### src/rtl/data_bus_arbiter_pkg.sv
// Shared types and helpers for the N-master data bus arbiter.
// rr_pick is pure combinational round-robin selection; no timing of its own.
package data_bus_pkg;

   localparam int MAX_M     = 32;
   localparam int MAX_M_W   = 5;
   localparam int DEF_NUM_M = 2;
   localparam int DEF_ID_W  = (DEF_NUM_M > 1) ? $clog2(DEF_NUM_M) : 1;

   typedef logic [DEF_ID_W-1:0] mid_t;

   // First requester at or after ptr, wrapping modulo n; returns ptr when nobody asks.
   function automatic int unsigned rr_pick(input logic [MAX_M-1:0] req,
                                           input int unsigned       ptr,
                                           input int unsigned       n);
      int unsigned idx;
      logic        found;
      rr_pick = ptr;
      found   = 1'b0;
      for (int unsigned k = 0; k < MAX_M; k++) begin
         idx = ptr + k;
         if (idx >= n) idx = idx - n;
         if (k < n && !found && req[idx[MAX_M_W-1:0]]) begin
            rr_pick = idx;
            found   = 1'b1;
         end
      end
   endfunction

endpackage

### src/rtl/data_bus_arbiter_if.sv
// Master-side and slave-side bus signals of the arbiter; arb modport is the arbiter's view.
// Combinational req/gnt address phase, rvalid/err/rdata response phase.
interface data_bus_arbiter_if #(
   parameter  int NUM_M  = 2,
   parameter  int ADDR_W = 32,
   parameter  int DATA_W = 32,
   localparam int BE_W   = DATA_W / 8
);
   logic [NUM_M-1:0]        m_req;
   logic [NUM_M*ADDR_W-1:0] m_addr;
   logic [NUM_M-1:0]        m_we;
   logic [NUM_M*BE_W-1:0]   m_be;
   logic [NUM_M*DATA_W-1:0] m_wdata;
   logic [NUM_M-1:0]        m_gnt;
   logic [NUM_M-1:0]        m_rvalid;
   logic [NUM_M-1:0]        m_err;
   logic [DATA_W-1:0]       m_rdata;

   logic                    s_req;
   logic [ADDR_W-1:0]       s_addr;
   logic                    s_we;
   logic [BE_W-1:0]         s_be;
   logic [DATA_W-1:0]       s_wdata;
   logic                    s_gnt;
   logic                    s_rvalid;
   logic                    s_err;
   logic [DATA_W-1:0]       s_rdata;

   modport master (output m_req, m_addr, m_we, m_be, m_wdata,
                   input  m_gnt, m_rvalid, m_err, m_rdata);

   modport slave  (input  s_req, s_addr, s_we, s_be, s_wdata,
                   output s_gnt, s_rvalid, s_err, s_rdata);

   modport arb    (input  m_req, m_addr, m_we, m_be, m_wdata,
                   output m_gnt, m_rvalid, m_err, m_rdata,
                   output s_req, s_addr, s_we, s_be, s_wdata,
                   input  s_gnt, s_rvalid, s_err, s_rdata);
endinterface

### src/rtl/data_bus_arbiter_id_fifo.sv
// In-order FIFO of granted master ids; head visible combinationally, one-cycle push/pop.
// No internal backpressure: caller must not push when full nor pop when empty.
module data_bus_id_fifo #(
   parameter  int DEPTH = 4,
   parameter  int W     = 1,
   localparam int CNT_W = $clog2(DEPTH + 1),
   localparam int PTR_W = (DEPTH > 1) ? $clog2(DEPTH) : 1
) (
   input  logic             clk,
   input  logic             rst,
   input  logic             push,
   input  logic [W-1:0]     din,
   input  logic             pop,
   output logic [W-1:0]     head,
   output logic [CNT_W-1:0] count,
   output logic             full,
   output logic             empty
);
   logic [W-1:0]     mem [DEPTH];
   logic [PTR_W-1:0] wr_ptr, rd_ptr;

   function automatic logic [PTR_W-1:0] ptr_inc(input logic [PTR_W-1:0] p);
      return (p == PTR_W'(DEPTH - 1)) ? '0 : p + 1'b1;
   endfunction

   always_ff @(posedge clk) begin
      if (push) mem[wr_ptr] <= din;
   end

   always_ff @(posedge clk or posedge rst) begin
      if (rst) begin
         wr_ptr <= '0;
         rd_ptr <= '0;
         count  <= '0;
      end else begin
         if (push) wr_ptr <= ptr_inc(wr_ptr);
         if (pop)  rd_ptr <= ptr_inc(rd_ptr);
         case ({push, pop})
            2'b10:   count <= count + 1'b1;
            2'b01:   count <= count - 1'b1;
            default: count <= count;
         endcase
      end
   end

   assign head  = mem[rd_ptr];
   assign full  = (count == CNT_W'(DEPTH));
   assign empty = (count == '0);
endmodule

### src/rtl/data_bus_arbiter.sv
// Round-robin N:1 data bus arbiter, zero added latency on both phases; responses routed in order.
// Slave backpressure via s_gnt; requests withheld while MAX_OUTST transactions are outstanding.
module data_bus_arbiter
   import data_bus_pkg::*;
#(
   parameter  int NUM_M     = 2,
   parameter  int ADDR_W    = 32,
   parameter  int DATA_W    = 32,
   parameter  int MAX_OUTST = 4,
   localparam int BE_W      = DATA_W / 8,
   localparam int CNT_W     = $clog2(MAX_OUTST + 1)
) (
   input  logic              clk,
   input  logic              rst,
   data_bus_arbiter_if.arb   bus,
   output logic [CNT_W-1:0]  outstanding,
   output logic              proto_err
);
   localparam int ID_W = (NUM_M > 1) ? $clog2(NUM_M) : 1;

   logic [ID_W-1:0]  ptr, sel, head;
   logic [MAX_M-1:0] req_ext;
   logic             full, empty, hs, pop;

   always_comb begin
      req_ext              = '0;
      req_ext[NUM_M-1:0]   = bus.m_req;
      sel                  = ID_W'(rr_pick(req_ext, 32'(ptr), NUM_M));
   end

   // full uses the registered count, so a pop never frees a slot in the same cycle
   assign bus.s_req = (|bus.m_req) & ~full;
   assign hs        = bus.s_req & bus.s_gnt;
   assign pop       = bus.s_rvalid & ~empty;

   always_comb begin
      bus.s_addr   = '0;
      bus.s_we     = 1'b0;
      bus.s_be     = '0;
      bus.s_wdata  = '0;
      bus.m_gnt    = '0;
      bus.m_rvalid = '0;
      bus.m_err    = '0;
      bus.m_rdata  = '0;
      if (bus.s_req) begin
         bus.s_addr  = bus.m_addr[sel*ADDR_W +: ADDR_W];
         bus.s_we    = bus.m_we[sel];
         bus.s_be    = bus.m_be[sel*BE_W +: BE_W];
         bus.s_wdata = bus.m_wdata[sel*DATA_W +: DATA_W];
      end
      if (hs) bus.m_gnt[sel] = 1'b1;
      if (pop) begin
         bus.m_rvalid[head] = 1'b1;
         bus.m_err[head]    = bus.s_err;
         bus.m_rdata        = bus.s_rdata;
      end
   end

   always_ff @(posedge clk or posedge rst) begin
      if (rst) begin
         ptr       <= '0;
         proto_err <= 1'b0;
      end else begin
         if (hs) ptr <= (sel == ID_W'(NUM_M - 1)) ? '0 : sel + 1'b1;
         if (bus.s_rvalid && empty) proto_err <= 1'b1;
      end
   end

   data_bus_id_fifo #(
      .DEPTH (MAX_OUTST),
      .W     (ID_W)
   ) u_id_fifo (
      .clk   (clk),
      .rst   (rst),
      .push  (hs),
      .din   (sel),
      .pop   (pop),
      .head  (head),
      .count (outstanding),
      .full  (full),
      .empty (empty)
   );
endmodule

### src/flat_wrapper.sv
// flat-port wrapper written by rule: the top's interface ports become plain ports
module data_bus_arbiter_flat import data_bus_pkg::*;
#(
   parameter  int NUM_M     = 2,
   parameter  int ADDR_W    = 32,
   parameter  int DATA_W    = 32,
   parameter  int MAX_OUTST = 4,
   localparam int BE_W      = DATA_W / 8,
   localparam int CNT_W     = $clog2(MAX_OUTST + 1)
)
  (clk, rst, outstanding, proto_err, bus_m_req, bus_m_addr, bus_m_we, bus_m_be, bus_m_wdata, bus_m_gnt, bus_m_rvalid, bus_m_err, bus_m_rdata, bus_s_req, bus_s_addr, bus_s_we, bus_s_be, bus_s_wdata, bus_s_gnt, bus_s_rvalid, bus_s_err, bus_s_rdata);
  data_bus_arbiter_if #(.NUM_M(NUM_M), .ADDR_W(ADDR_W), .DATA_W(DATA_W)) bus_i ();
  input  logic clk;
  input  logic rst;
  output logic [CNT_W-1:0] outstanding;
  output logic proto_err;
  input wire logic [$bits(bus_i.m_req)-1:0] bus_m_req;
  input wire logic [$bits(bus_i.m_addr)-1:0] bus_m_addr;
  input wire logic [$bits(bus_i.m_we)-1:0] bus_m_we;
  input wire logic [$bits(bus_i.m_be)-1:0] bus_m_be;
  input wire logic [$bits(bus_i.m_wdata)-1:0] bus_m_wdata;
  output wire logic [$bits(bus_i.m_gnt)-1:0] bus_m_gnt;
  output wire logic [$bits(bus_i.m_rvalid)-1:0] bus_m_rvalid;
  output wire logic [$bits(bus_i.m_err)-1:0] bus_m_err;
  output wire logic [$bits(bus_i.m_rdata)-1:0] bus_m_rdata;
  output wire logic [$bits(bus_i.s_req)-1:0] bus_s_req;
  output wire logic [$bits(bus_i.s_addr)-1:0] bus_s_addr;
  output wire logic [$bits(bus_i.s_we)-1:0] bus_s_we;
  output wire logic [$bits(bus_i.s_be)-1:0] bus_s_be;
  output wire logic [$bits(bus_i.s_wdata)-1:0] bus_s_wdata;
  input wire logic [$bits(bus_i.s_gnt)-1:0] bus_s_gnt;
  input wire logic [$bits(bus_i.s_rvalid)-1:0] bus_s_rvalid;
  input wire logic [$bits(bus_i.s_err)-1:0] bus_s_err;
  input wire logic [$bits(bus_i.s_rdata)-1:0] bus_s_rdata;
  assign bus_i.m_req = bus_m_req;
  assign bus_i.m_addr = bus_m_addr;
  assign bus_i.m_we = bus_m_we;
  assign bus_i.m_be = bus_m_be;
  assign bus_i.m_wdata = bus_m_wdata;
  assign bus_m_gnt = bus_i.m_gnt;
  assign bus_m_rvalid = bus_i.m_rvalid;
  assign bus_m_err = bus_i.m_err;
  assign bus_m_rdata = bus_i.m_rdata;
  assign bus_s_req = bus_i.s_req;
  assign bus_s_addr = bus_i.s_addr;
  assign bus_s_we = bus_i.s_we;
  assign bus_s_be = bus_i.s_be;
  assign bus_s_wdata = bus_i.s_wdata;
  assign bus_i.s_gnt = bus_s_gnt;
  assign bus_i.s_rvalid = bus_s_rvalid;
  assign bus_i.s_err = bus_s_err;
  assign bus_i.s_rdata = bus_s_rdata;
  data_bus_arbiter #(.NUM_M(NUM_M), .ADDR_W(ADDR_W), .DATA_W(DATA_W), .MAX_OUTST(MAX_OUTST)) u_core (.clk(clk), .rst(rst), .bus(bus_i), .outstanding(outstanding), .proto_err(proto_err));
endmodule
### config.mk
export PLATFORM = sky130hd
export DESIGN_NAME = data_bus_arbiter_flat
export DESIGN_NICKNAME = d
export VERILOG_FILES = /design/src/rtl/data_bus_arbiter_pkg.sv /design/src/rtl/data_bus_arbiter_if.sv /design/src/rtl/data_bus_arbiter_id_fifo.sv /design/src/rtl/data_bus_arbiter.sv /design/src/flat_wrapper.sv
export SDC_FILE = /design/constraint.sdc
export NUM_CORES = 1
export LEC_CHECK = 0
export CAP_MARGIN = 0
export CELL_PAD_IN_SITES_DETAIL_PLACEMENT = 1
export CELL_PAD_IN_SITES_GLOBAL_PLACEMENT = 2
export CORE_MARGIN = 8
export CORE_UTILIZATION = 11
export DETAILED_ROUTE_END_ITERATION = 10
export PLACE_DENSITY_LB_ADDON = 0.1
export SLEW_MARGIN = 20
export SYNTH_ARGS = -nofsm -noshare
export SYNTH_HDL_FRONTEND = slang
export SYNTH_HIERARCHICAL = 1
export SYNTH_SLANG_ARGS = --single-unit
### constraint.sdc
create_clock -name clk -period 2.45 [get_ports clk]
set_input_delay 0.49 -clock clk [delete_from_list [all_inputs] [get_ports clk]]
set_output_delay 0.49 -clock clk [all_outputs]
set_load 0.01 [all_outputs]
-- After elaboration in Yosys (flattened, before gate mapping)
Memories as Yosys holds them, arrays and structs flattened.
Index checks and enable logic that the tools add are counted.
- logic and storage cells: 73
- memory bits (writable): 4
- memories: 1
- register bits: 9
- bits of input ports: 177
- bitwise logic cells: 6
- add/sub/neg operators: 8
- multiplexer cells: 29
- eq/ne operators: 5
- magnitude comparators: 8
- reduce and logical (&&, ||, !) cells: 8
- shift operators: 3
- memory list (memory ; depth ; bits a word ; rd ports ; clocked after memory_dff ; wr ports ; RTL line ; source):
    u_core.u_id_fifo.mem ; 4 ; 1 ; 1 ; 0 ; 1 ; data_bus_arbiter_id_fifo.sv:19 ; logic [W-1:0] mem [DEPTH];
- operators with widths (operator ; number):
    variable part select 64 x 7 -> 32 bit ; 2
    two-way mux 32 bit ; 3
    greater-or-equal comparator 32 x 2 -> 1 bit, second input constant ; 1
    two-way mux 1 bit ; 13
    < comparator 5 x 6 -> 1 bit, second input constant ; 2
    binary-select mux 1 bit (select 5 bit) ; 2
    two-way mux 2 bit ; 5
    two-way mux 5 bit ; 2
    variable part select 8 x 4 -> 4 bit ; 1
    equality test 2 bit, second input constant ; 3
    one-hot mux 3 bit (2 select lines) ; 1
    adder 2 x 1 -> 2 bit, second input constant ; 2
    logical AND 1 bit ; 4
    < comparator 1 x 2 -> 1 bit, second input constant ; 2
    two-way mux 4 bit ; 1
    adder 3 x 1 -> 3 bit, second input constant ; 1
    bitwise AND 1 bit ; 3
    equality test 3 bit, second input constant ; 1
    zero test 3 bit ; 1
    subtractor 1 x 2 -> 3 bit, second input constant ; 1
    subtractor 2 x 2 -> 3 bit, second input constant ; 1
    subtractor 3 x 1 -> 3 bit, second input constant ; 1
    adder 1 x 1 -> 2 bit, second input constant ; 1
    bitwise AND 2 bit ; 1
    9 further kinds ; 12

-- Depth between registers and ports, before layout
Gate-level depths: netlist of run 1.
- word-level depth: 13
- mapped depth: 12
- depth with buffers taken out: 11

-- Modules after synthesis
Netlist of run 1, hierarchy kept.
- by module, submodules not included (module ; cells each ; seq. area each (µm²) ; times used ; area an instance (µm²)):
    data_bus_arbiter ; 228 ; 50.0 ; 1 ; 1566.5
    data_bus_id_fifo ; 44 ; 295.3 ; 1 ; 566.8

-- Least setup slack after synthesis of run 1
Ideal clock, no wire load.
- kind: reg2reg
- start point: register u_core.u_id_fifo.count[0]
- end point: register u_core.u_id_fifo.count[2]
- buffers on the path: 1
- stages on the path, launching flop included: 13
- data required time: 2.323 ns
- path slack: 0.248 ns
- arrival time: 2.075 ns
- cells stage by stage: dfrtp_1 -> inv_1 -> and3_1 -> clkbuf_8 -> nand2b_1 -> nor2_1 -> inv_2 -> ha_1 -> inv_1 -> fa_1 -> xor2_1 -> nor2_1 -> xor2_1
- word-level cells in the longest chain between the ends: 6
- elaborated cells on any way between the ends: 13
- those cells by class: add/sub: 2; eq/ne: 3; mux: 1; bitwise: 5; reduce/logical: 2
- RTL lines (element ; RTL line ; source):
    start: declaration ; data_bus_arbiter_id_fifo.sv:15 ; output logic [CNT_W-1:0] count,
    start signal: assignment ; data_bus_arbiter_id_fifo.sv:39 ; 2'b10: count <= count + 1'b1;
    start signal: assignment ; data_bus_arbiter_id_fifo.sv:40 ; 2'b01: count <= count - 1'b1;
    start signal: assignment ; data_bus_arbiter_id_fifo.sv:41 ; default: count <= count;
    equality test 3 bit * ; data_bus_arbiter_id_fifo.sv:47 ; assign full = (count == CNT_W'(DEPTH));
    net u_core.full ; data_bus_arbiter.sv:23 ; logic full, empty, hs, pop;
    inverter 1 bit * ; data_bus_arbiter.sv:32 ; assign bus.s_req = (|bus.m_req) & ~full;
    bitwise AND 1 bit * ; data_bus_arbiter.sv:32 ;
    bitwise AND 1 bit * ; data_bus_arbiter.sv:33 ; assign hs = bus.s_req & bus.s_gnt;
    net u_core.hs ; data_bus_arbiter.sv:23 ;
    equality test 2 x 1 -> 1 bit / equality test 2 bit (equally long branches) ; data_bus_arbiter_id_fifo.sv:38 ; case ({push, pop})
    one-hot mux 3 bit (2 select lines) / nonzero test 2 bit (equally long branches) ; n/a ;
Mark *: on every way through the listed nets, which the timed path passes. The rest lies on a longest branch.
A chain may end at the register's enable or synchronous reset.

-- Final worst setup path of run 1
- start point: register u_core.u_id_fifo.count[2]
- end point: output bus_m_rdata[29]
- word-level cells in the longest chain between the ends: 4
- RTL lines (element ; RTL line ; source):
    zero test 3 bit ; data_bus_arbiter_id_fifo.sv:48 ; assign empty = (count == '0);
    net u_core.empty ; data_bus_arbiter.sv:23 ;
    inverter 1 bit ; data_bus_arbiter.sv:34 ; assign pop = bus.s_rvalid & ~empty;
    bitwise AND 1 bit ; data_bus_arbiter.sv:34 ;
    two-way mux 32 bit ; data_bus_arbiter.sv:52 ; if (pop) begin
    end: declaration ; flat_wrapper.sv:25 ; output wire logic [$bits(bus_i.m_rdata)-1:0] bus_m_rdata;
The timed path passes the listed nets, and every way through them passes these cells.

==> flow_summary.json, run 1 <==
{
  "status": "finished, final reports clean",
  "fin_util": 0.277,
  "grt_max_degree": 74,
  "final.fill_count": 2310,
  "hold_viol": 0,
  "final_cell_mix": "179 x clkdlybuf4s50_1, 103 x dlygate4sd2_1, 75 x nor2_1",
  "ys_ff_latch": 13,
  "core_um2": 19300,
  "drtIter0Drc": 85,
  "antenna_cells": 0,
  "path_clk_slew_ns": 0.05,
  "yosysWarnings": 6,
  "nets": 739,
  "grt_pass1_wl_um": 23000,
  "rsz0062_at_grt": "false",
  "ys_types": 32,
  "dp_hpwl_um": 12000,
  "vias_per_cell": 4.07,
  "multi_input_area_um2": 1450,
  "critPathMaxFanout": 9,
  "skew_ns": 0.00335,
  "crit_start": "u_core/u_id_fifo/count[2]",
  "rr_startpoint": "u_core/u_id_fifo/count[1]",
  "antenna_found_initial": 0,
  "cp-end-kind": "primary output",
  "hp-class": "input pin to asynchronous set/reset pin",
  "final_common_cell": "clkdlybuf4s50_1",
  "worstReg2RegEnd": "u_core/u_id_fifo/count[2]",
  "crit_type": "flip-flop to primary output",
  "synth_top_flop_cell": "dfrtp_1",
  "ctsRootBufferMaster": "clkbuf_16",
  "post_dp_cell_area_um2": 5200,
  "reg2reg_slack_ns": 0.23,
  "htree_levels": 1,
  "setup_viol": 0,
  "first_pass_iters": 4,
  "clock_path_buffers": 2,
  "worst_slew_pin_slew_ns": 0.433,
  "p_comb_frac": 0.783,
  "synthArstFlopShare": 0.692,
  "crit_required_ns": 1.96,
  "maxSlewHeadroom": 0.712,
  "vias": 3336,
  "p_clk_frac": 0.093,
  "core.rowCount": 51,
  "clk_latency_ns": 0.24,
  "seqPwrFrac": 0.124,
  "wl_um": 15600,
  "cp-start-kind": "flip-flop",
  "antenna_left": 0,
  "pin_count": 289,
  "grt_pass1_vias": 3558,
  "regArea_um2": 347,
  "irDropWorstVdd_mv": 0.266,
  "track_usage": 0.122,
  "die_h_um": 155,
  "syn_area_um2": 2130,
  "wl_per_cell_um": 19.0,
  "cp_cell_sequence": "nor3_2 > and2b_2 > buf_4 > buf_6 > and2_1 > dlygate4sd2_1",
  "p_per_area_nw_per_um2": 619,
  "report.final.slew_viol_count": 0,
  "die_w_um": 155,
  "hold_buffers": 0,
  "gr-total-overflow": 0,
  "syn-num-nets": 456,
  "drive_gt1_frac": 0.0794,
  "slowest_delay_ns": 0.43,
  "dieArea_um2": 24100,
  "final_area_um2": 5340,
  "gp_congestion": 0.712,
  "clock.fmax_ghz": 0.422,
  "p_switching_mw": 1.45,
  "post-route-period-util": 0.968,
  "avgSynthCellArea_um2": 7.84,
  "worst-r2r-cell-count": 11,
  "start_util": 0.111,
  "period_needed_ns": 2.37,
  "worst_path_max_delay_cell": "dfrtp_2",
  "synth_edf_count": 4,
  "route.detailed.drc": 0,
  "numPortBuffers": 288,
  "netlist_instances": 272,
  "cts.sinks": 13,
  "ys_seq_area_frac": 0.162,
  "internal_power_mw": 1.85,
  "arrival_ns": 1.88,
  "area_delta_synth_final_pct": 150,
  "swShare": 0.440,
  "endpoint": "bus_m_rdata[29]",
  "cts_tree": "yes",
  "maxCapViolations": 0,
  "cts_buffers": 3,
  "leakagePower_nw": 2.43
}
[power groups by stage]
| stage | combinational (mW) | clock, mW | sequential (mW) |
|---|---|---|---|
| 6_report | 2.59 | 0.308 | 0.409 |
| 5_1_grt | 2.84 | 0.332 | 0.423 |
| 4_1_cts | 2.66 | 0.319 | 0.412 |
| 3_5_place_dp | 2.77 | 0 | 0.410 |
| 3_3_place_gp | 2.77 | 0 | 0.404 |
| 2_1_floorplan | 1.26 | 0 | 0.404 |
[worst min path at each step]
stage / depth (start not counted) / startpoint / end / slack (ns)
2_1_floorplan: 1 / rst / u_core/proto_err / 0.23
3_3_place_gp: 1 / u_core/proto_err / u_core/proto_err / 0.45
3_5_place_dp: 1 / u_core/proto_err / u_core/proto_err / 0.46
4_1_cts: 2 / rst / u_core/proto_err / 0.45
5_1_grt: 2 / rst / u_core/ptr / 0.48
6_report: 2 / rst / u_core/ptr / 0.45
[stage by stage]
step | power (mW) | hold slack (ns) | setup slack, ns | setup TNS [ns] | cells
detailed placement | 3.18 | 0.458 | -0.398 | -27.39 | 808
global placement | 3.17 | 0.452 | -0.372 | -26.15 | 808
CTS | 3.39 | 0.448 | -0.0691 | -0.280 | 819
finish | 3.31 | 0.450 | 0.0791 | 0 | 819
floorplan | 1.66 | 0.231 | 0.248 | 0 | 272
global route | 3.60 | 0.480 | 0.00556 | 0 | 819
[cell usage after synthesis, drive strengths merged, types with 4 or more instances]
| cell type | number | area (µm²) |
|---|---|---|
| nor2 | 75 | 282 |
| dfrtp | 9 | 225 |
| ha | 6 | 75.1 |
| inv | 10 | 37.5 |
| and2 | 38 | 243 |
| a32oi | 69 | 604 |
| edfxtp | 4 | 120 |
| buf | 23 | 253 |
| o21ai | 4 | 20.0 |
| clkbuf | 11 | 71.3 |
[layer usage]
layer  global-route usage  up-vias  part of all wire  routed length, µm
met3               0.0413        7             0.096               1500
met2                0.221      169              0.51               7900
met4               0.0162        0            0.0058                 90
met1                0.138     1584              0.39               6100
met5                    0        -                 0                  0
li1                     -     1576                 -                  -
[worst max-delay path: cells and delay by family (launching register included)]
family,cells,cell delay (ns)
flip-flops,1,0.43
buffers and inverters,3,0.57
AND/OR/NAND/NOR,3,0.64
[layout make-up]
type                       count  area share
multi-input combinational    215       0.271
clock buffer                   4      0.0148
timing repair buffer         312       0.581
tap                          265      0.0620
inverter                      10     0.00702
sequential                    13      0.0649
[what timing repair did]
item / in CTS / in global routing
setup buffers: 3 / 1
resized for setup: 116 / 9
pin swaps: 0 / 1
setup endpoints to repair: 106 / 15
hold endpoints to repair: 0 / 0
gates cloned: 4 / 0
[state kept, by name (all words and copies together), names as in the netlist]
register / flops
u_core/u_id_fifo/count: 3
u_core/u_id_fifo/wr_ptr: 2
u_core/u_id_fifo/rd_ptr: 2
u_core/proto_err: 1
u_core/ptr: 1
u_core/u_id_fifo/mem: 4
[kinds of logic (layout without fill, tap and decap cells)]
group	Yosys count	in the layout	share of synthesized area
and+or+nand+nor	124	124	0.276
AOI/OAI and AO/OA	77	77	0.310
buffers and inverters	44	326	0.169
DFF	13	13	0.162
adders and majority gates	7	7	0.0446
muxes	4	4	0.0258
xor gates and xnor gates	3	3	0.0123
Power figures use the tool's default switching activity.
==> run 2, diff against run 1 <==
- PLACE_DENSITY: default -> 0.86
- PLACE_DENSITY_LB_ADDON: 0.1 -> default
==> run 2 against run 1 <==
Net effect: maximum frequency is essentially flat; final area grew 1.6%; first-iteration DRC count rose by 16%; clock skew is 0.0013 ns lower; sequential share of layout area shrank 0.13 points; power is 1.2% higher.
==> flow_summary.json, run 2 (synthesis results as in run 1) <==
{
  "status": "finished, final reports clean",
  "gp_congestion": 0.787,
  "clock.fmax_ghz": 0.421,
  "cts_buffers": 3,
  "start_util": 0.111,
  "skew_ns": 0.00201,
  "antenna_found_initial": 0,
  "fin_hold_ws_ns": 0.439,
  "worst_slew_pin_slew_ns": 0.329,
  "cts_tree": "yes",
  "fin_util": 0.282,
  "irDropWorstVdd_mv": 0.275,
  "layout_setup_ws_ns": 0.0773,
  "core.rowCount": 51,
  "worst-r2r-cell-count": 11,
  "grt_pass1_vias": 3685,
  "numPortBuffers": 288,
  "dp_hpwl_um": 11600,
  "drive_gt1_frac": 0.0896,
  "drtIter0Drc": 99,
  "core_um2": 19300,
  "report.final.slew_viol_count": 0,
  "final.fill_count": 2324,
  "worstReg2RegEnd": "u_core/u_id_fifo/count[2]",
  "first_pass_iters": 4,
  "p_per_area_nw_per_um2": 616,
  "largest_register_ffs": 4,
  "rr_startpoint": "u_core/u_id_fifo/count[0]",
  "cts.sinks": 13,
  "top_regs": "u_core/u_id_fifo/mem (4), u_core/u_id_fifo/count (3)",
  "dieArea_um2": 24100,
  "antenna_cells": 0,
  "arrival_ns": 1.88,
  "reg2reg_slack_ns": 0.19,
  "track_usage": 0.112,
  "vias": 3331,
  "instances_no_fill": 823,
  "place_inst": 809,
  "critPathMaxFanout": 16,
  "wl_um": 14700,
  "period_needed_ns": 2.37,
  "grt_pass1_wl_um": 21500,
  "maxCapViolations": 0,
  "hp-class": "input pin to asynchronous set/reset pin",
  "clk_latency_ns": 0.24,
  "wl_per_cell_um": 17.9,
  "final_cell_mix": "178 x clkdlybuf4s50_1, 102 x dlygate4sd2_1, 75 x nor2_1",
  "pin_count": 289,
  "clock_path_buffers": 2,
  "fin_setup_tns_ns": 0,
  "crit_type": "input pin to primary output",
  "gr-total-overflow": 0,
  "cp-end-kind": "primary output",
  "nets": 743,
  "cp-start-kind": "input pin",
  "die_w_um": 155,
  "largest-register": "u_core/u_id_fifo/mem",
  "route.detailed.drc": 0,
  "antenna_left": 0,
  "area_delta_synth_final_pct": 155,
  "leakagePower_nw": 2.43,
  "regArea_um2": 345,
  "final_common_cell": "clkdlybuf4s50_1",
  "post-route-period-util": 0.968,
  "htree_levels": 1,
  "vias_per_cell": 4.05,
  "crit_required_ns": 1.96,
  "ctsRootBufferMaster": "clkbuf_16",
  "die_h_um": 155,
  "maxSlewHeadroom": 0.781,
  "setup_viol": 0,
  "path_clk_slew_ns": 0.04,
  "grt_max_degree": 60,
  "hold_viol": 0,
  "dp_slack_ns": -0.374,
  "multi_input_area_um2": 1470,
  "hold_buffers": 0
}
==> run 2: cell count changes in the layout (fill, tap and decap cells not counted), moves of 2 or more <==
cell / previous run / this run
buf_12: 4 / 9
clkdlybuf4s15_1: 0 / 4
a32oi_1: 69 / 66
a32oi_2: 0 / 3
dlymetal6s2s_1: 5 / 2
buf_4: 11 / 13
buf_8: 2 / 0
==> run 2: metrics by stage <==
| stage | area (µm²) | total power [mW] |
|---|---|---|
| 2_1_floorplan | 2130 | 1.66 |
| 3_3_place_gp | 5250 | 3.16 |
| 3_5_place_dp | 5250 | 3.19 |
| 4_1_cts | 5390 | 3.38 |
| 5_1_grt | 5430 | 3.62 |
| 6_report | 5430 | 3.35 |
==> run 2: power by group <==
part	switching [mW]	leakage, nW	internal [mW]	total (mW)
clock network	0.0825	0.0382	0.219	0.301
registers	0.0848	0.142	0.322	0.407
logic	1.27	2.25	1.37	2.64
total	1.44	2.43	1.91	3.35
==> run 2: critical path, cell delays in order <==
cell and delay, ns:
clkdlybuf4s50_1 0.41, and2b_2 0.25, bufbuf_16 0.29, and2_1 0.16
dlygate4sd2_1 0.28
==> run 2: layout make-up <==
cell class | count | area share
well taps | 265 | 0.0611
inverters | 10 | 0.00691
flip-flops and latches | 13 | 0.0636
multi-input cells | 215 | 0.270
clock buffers | 4 | 0.0145
repair buffers | 316 | 0.584
==> run 2: what timing repair did <==
action | 4_1_cts | 5_1_grt
setup buffers | 5 | 1
setup endpoints to repair | 107 | 19
pin swaps | 1 | 1
resized for setup | 119 | 8
gates cloned | 4 | 0
==> run 2: worst max-delay path by stage <==
stage / endpoint / startpoint / cells after the start / slack (ns)
2_1_floorplan: u_core/u_id_fifo/count[2] / u_core/u_id_fifo/count[0] / 12 / 0.25
3_3_place_gp: bus_s_wdata[14] / bus_m_req[0] / 6 / -0.33
3_5_place_dp: bus_s_wdata[16] / bus_m_req[0] / 6 / -0.37
4_1_cts: bus_m_rdata[18] / u_core/u_id_fifo/count[2] / 5 / 0.02
5_1_grt: u_core/u_id_fifo/count[2] / u_core/u_id_fifo/count[0] / 11 / -0.007
6_report: bus_m_rdata[18] / bus_s_rvalid / 5 / 0.08
==> run 2: metal layers <==
| metal | up-vias | track usage | routed length, µm |
|---|---|---|---|
| li1 | 1579 | - | - |
| met4 | 0 | 0.0268 | 248 |
| met1 | 1551 | 0.128 | 5980 |
| met5 | - | 0 | 0 |
| met3 | 14 | 0.0336 | 1360 |
| met2 | 187 | 0.200 | 7140 |
